<file path="config.mk">
export PLATFORM = sky130hd
export DESIGN_NAME = fma_write_buffer
export DESIGN_NICKNAME = d
export VERILOG_FILES = /design/src/rtl/fma_write_buffer.sv
export SDC_FILE = /design/constraint.sdc
export NUM_CORES = 1
export LEC_CHECK = 0
export ABC_CLOCK_PERIOD_IN_PS = 5400
export BUFFER_PORTS_ARGS = -buffer_cell sky130_fd_sc_hd__buf_2
export CORE_UTILIZATION = 35
export DETAILED_ROUTE_END_ITERATION = 7
export GPL_ROUTABILITY_DRIVEN = 0
export GPL_TIMING_DRIVEN = 0
export HOLD_SLACK_MARGIN = 0.05
export PLACE_DENSITY = 0.6
export SLEW_MARGIN = 20
export SYNTH_ARGS = -nofsm -noshare
export SYNTH_HDL_FRONTEND = slang
export SYNTH_SLANG_ARGS = --single-unit
</file>
<file path="constraint.sdc">
create_clock -name clk_in -period 5.4 [get_ports clk_in]
set_input_delay 0.81 -clock clk_in [delete_from_list [all_inputs] [get_ports clk_in]]
set_output_delay 0.81 -clock clk_in [all_outputs]
set_load 0.1 [all_outputs]
</file>
<file path="src/rtl/fma_write_buffer.sv">
// rtl/fma_write_buffer.sv - packs per-lane FMA results into memory lines and queues them
// The head line is presented combinationally from storage at the read pointer.
module fma_write_buffer #(
   parameter int FMA_COUNT  = 2,
   parameter int WORD_WIDTH = 16,
   parameter int LINE_WIDTH = 96,
   parameter int DEPTH      = 4
) (
   input  logic                            clk_in,
   input  logic                            rst_in,
   input  logic [FMA_COUNT*WORD_WIDTH-1:0] fma_c_in,
   input  logic [FMA_COUNT-1:0]            fma_valid_in,
   input  logic                            fma_output_can_be_valid_in,
   input  logic                            line_pop_in,
   input  logic                            flush_in,
   output logic [LINE_WIDTH-1:0]           write_buffer_read_out,
   output logic                            write_buffer_valid_out,
   output logic [$clog2(DEPTH+1)-1:0]      count_out,
   output logic                            full_out,
   output logic                            overflow_out,
   output logic                            conflict_out
);
   localparam int PW = $clog2(DEPTH);
   localparam int CW = $clog2(DEPTH+1);

   logic [FMA_COUNT-1:0]  got;
   logic [FMA_COUNT-1:0]  accepted;
   logic [FMA_COUNT-1:0]  merged_mask;
   logic [WORD_WIDTH-1:0] words [FMA_COUNT];
   logic [WORD_WIDTH-1:0] merged [FMA_COUNT];
   logic [LINE_WIDTH-1:0] line;
   logic [LINE_WIDTH-1:0] mem [DEPTH];
   logic [PW-1:0]         rd_ptr;
   logic [PW-1:0]         wr_ptr;
   logic [CW-1:0]         count;
   logic                  push;
   logic                  pop;
   logic                  full;
   logic                  push_ok;

   always_comb begin
      accepted    = fma_valid_in & {FMA_COUNT{fma_output_can_be_valid_in}};
      merged_mask = got | accepted;
      push        = &merged_mask;
      line        = '0;
      // Same-cycle words win over stored ones so a completing line carries them.
      for (int i = 0; i < FMA_COUNT; i++) begin
         merged[i] = accepted[i] ? fma_c_in[i*WORD_WIDTH +: WORD_WIDTH] : words[i];
         line[LINE_WIDTH-1-(3*i+2)*WORD_WIDTH -: WORD_WIDTH] = merged[i];
      end
      full    = (count == CW'(DEPTH));
      pop     = line_pop_in && (count != '0);
      push_ok = push && (!full || pop);
   end

   always_ff @(posedge clk_in or negedge rst_in) begin
      if (!rst_in) begin
         got          <= '0;
         rd_ptr       <= '0;
         wr_ptr       <= '0;
         count        <= '0;
         overflow_out <= 1'b0;
         conflict_out <= 1'b0;
         for (int i = 0; i < FMA_COUNT; i++) words[i] <= '0;
         for (int d = 0; d < DEPTH; d++) mem[d] <= '0;
      end else if (flush_in) begin
         got    <= '0;
         rd_ptr <= '0;
         wr_ptr <= '0;
         count  <= '0;
      end else begin
         got <= push ? '0 : merged_mask;
         for (int i = 0; i < FMA_COUNT; i++) begin
            if (accepted[i]) words[i] <= fma_c_in[i*WORD_WIDTH +: WORD_WIDTH];
         end
         if (|(accepted & got)) conflict_out <= 1'b1;
         // When full with a pop, wr_ptr equals rd_ptr: the new line takes the popped slot.
         if (push_ok) begin
            mem[wr_ptr] <= line;
            wr_ptr      <= wr_ptr + PW'(1);
         end
         if (push && !push_ok) overflow_out <= 1'b1;
         if (pop) rd_ptr <= rd_ptr + PW'(1);
         count <= count + CW'(push_ok) - CW'(pop);
      end
   end

   assign write_buffer_read_out  = mem[rd_ptr];
   assign write_buffer_valid_out = (count != '0);
   assign count_out              = count;
   assign full_out               = full;
endmodule

</file>
==> reports/qor.yml <==
status: "completed"
post_cts_buffers: 0
tns_ns: 0
antennaDiodeCount: 0
fmax_mhz: 294
place_ws_ns: 2.15
cp_cell_sequence: "clkbuf_1 -> clkbuf_1 -> mux4_2 -> buf_2"
cp_common_cell: "clkbuf_1"
crit_type: "flip-flop to output port"
antenna_found_initial: 0
drc: 0
end_kind: "output port"
cts_tree: "done"
netlist_area_um2: 8760
yosysTopAreaCell: "dfrtp_1"
setup_viol: 0
cp-start-kind: "flip-flop"
yosys_warnings: 0
io_buffers: 75
path_max_fanout: 10
die-area_um2: 25700
overflow: 0
drive_above_1_share: 0.601
place_inst: 1004
ir_worst_vdd_mv: 0.412
cts_num_sinks: 171
clk_latency_ns: 0.43
p_per_area_nw_per_um2: 568
start_util: 0.358
drt_iter0_drc: 151
critical_path_arrival_ns: 2.59
fin_cells: 1036
final_common_cell: "dfrtp_1"
yosysSeqAreaShare: 0.488
cts_buffers: 17
cts_resized: 0
cts-root-buf: "clkbuf_16"
ctsHoldBuffers: 0
synth.area.top_cells: "dfrtp_1 (49%), mux2_4 (21%), mux2_2 (9.4%)"
drtPass1Iterations: 4
finalCriticalPeriod_ns: 3.40
hold_violations: 0
finish.utilization: 0.425
slowest_delay_ns: 0.69
hpwl_mm: 12.0
clkTransAtPathRegs_ns: 0.07
setup_slack_ns: 2.00
crit_slowest_cell: "clkbuf_1"
antenna_left: 0
critPathBufInv: 3
final_cell_mix: "dfrtp_1 (171), mux2_4 (120), buf_2 (79)"
grt_usage: 0.146
clock_skew_ns: 0.00768
wl_per_cell_um: 17.2
grt_pass1_vias: 4737
grt_pass1_wl_mm: 28.4
synth_top_area_frac: 0.488
core_area_um2: 24500
relSlewSlack: 0.378
hold_class: "input port to asynchronous set/reset pin"
finalNetCount: 745
synth_area_per_cell_um2: 16.2
min_period_over_period: 0.630
chipHeight_um: 160
power.leakage_nw: 4.93
rsz0062_at_grt: "no"
path_delay_family: "buffers and inverters"
grt_max_degree: 94
die_w_um: 160
max-clock-path-buffers: 2
ios: 142
synth_seq_cells: 171
finalMaxSlewViolations: 0
cap_violations: 0
n_fill_cell: 2228
vias: 4624
h-tree-depth: 4
worst_pin_slew_ns: 0.933
syn2layout_area_growth_pct: 18.7
yosysUniqueCellTypes: 34
routed_wl_mm: 17.8
synthCells: 541
viasPerCell: 4.46
rows: 57
worstPathRequired_ns: 4.59
layout make-up:
cell class	count	area, um^2	share of cell area
Inverter	6	22.5	0.00217
Sequential cell	171	4280	0.411
Clock buffer	18	439	0.0422
Tap cell	324	405	0.0390
Timing Repair Buffer	76	413	0.0397
Clock inverter	14	146	0.0141
Multi-Input combinational cell	335	4010	0.386
Buffer	92	683	0.0657
where the power goes:
part           switching (mW)  internal (mW)  total (mW)
clock network           0.525          0.696        1.22
registers               0.159           1.56        1.72
logic                    2.14          0.822        2.96
cell families after synthesis:
family                   Yosys count  share of synthesized area
AO/OA/AOI/OAI                      8                    0.00800
XOR/XNOR                           3                    0.00300
adder cells (fa/ha/maj)            7                     0.0109
buffers and inverters             98                     0.0805
flip-flops                       171                      0.488
multiplexers                     225                      0.382
other                              1                   0.000428
AND/OR/NAND/NOR                   28                     0.0271
synth_stat cells:
master    count
or3_2         1
conb_1        1
o31ai_1       1
xor2_1        2
a21o_2        1
and2_2        1
buf_6        12
clkbuf_1     10
buf_4        64
nor3_1        3
a22o_1        1
ha_1          6
o31a_2        1
nor4_4        4
dfrtp_1     171
buf_2         5
mux4_2       32
nand2b_1      5
a21oi_2       2
nor3b_1       3
mux2_2       73
nor2b_1       1
nand2_1       2
nor4b_4       1
nor2_1        6
xnor2_1       1
inv_1         5
or4_2         1
mux2_4      120
o311ai_0      1
clkinv_1      1
clkbuf_2      1
fa_1          1
a31o_2        1
worst paths after layout:
kind	from	end	slack [ns]	cells past startpoint
min in group clk_in	overflow_out	overflow_out	0.46	1
worst min-delay path	rst_in	mem[340]	0.36	1
worst max register to register	count_out[1]	count_out[2]	2.50	11
worst min register to register	overflow_out	overflow_out	0.46	1
max in group asynchronous	rst_in	words[11]	4.13	2
worst max-delay path	rd_ptr[1]	write_buffer_read_out[12]	2.00	4
metrics by stage:
step | hold slack [ns] | area, um^2 | power, mW
after floorplan | 0.475 | 9000 | 4.27
after global placement | 0.438 | 9780 | 4.70
after detailed placement | 0.449 | 9820 | 4.73
after CTS | 0.381 | 10400 | 5.97
after global routing | 0.398 | 10400 | 6.15
final | 0.362 | 10400 | 5.91
state kept, by name (all words and copies together), names as in the netlist:
register      cells
mem             128
words            32
conflict_out      1
overflow_out      1
got               2
wr_ptr            2
count_out         3
rd_ptr            2
metal layers:
| metal | vias to the layer above | GRT usage | part of all wire |
|---|---|---|---|
| met3 | 12 | 0.0369 | 0.034 |
| met4 | 0 | 0.0351 | 0.0088 |
| li1 | 2134 | - | - |
| met2 | 88 | 0.225 | 0.47 |
| met5 | - | 0 | 0 |
| met1 | 2390 | 0.207 | 0.48 |
Power figures use the tool's default switching activity.
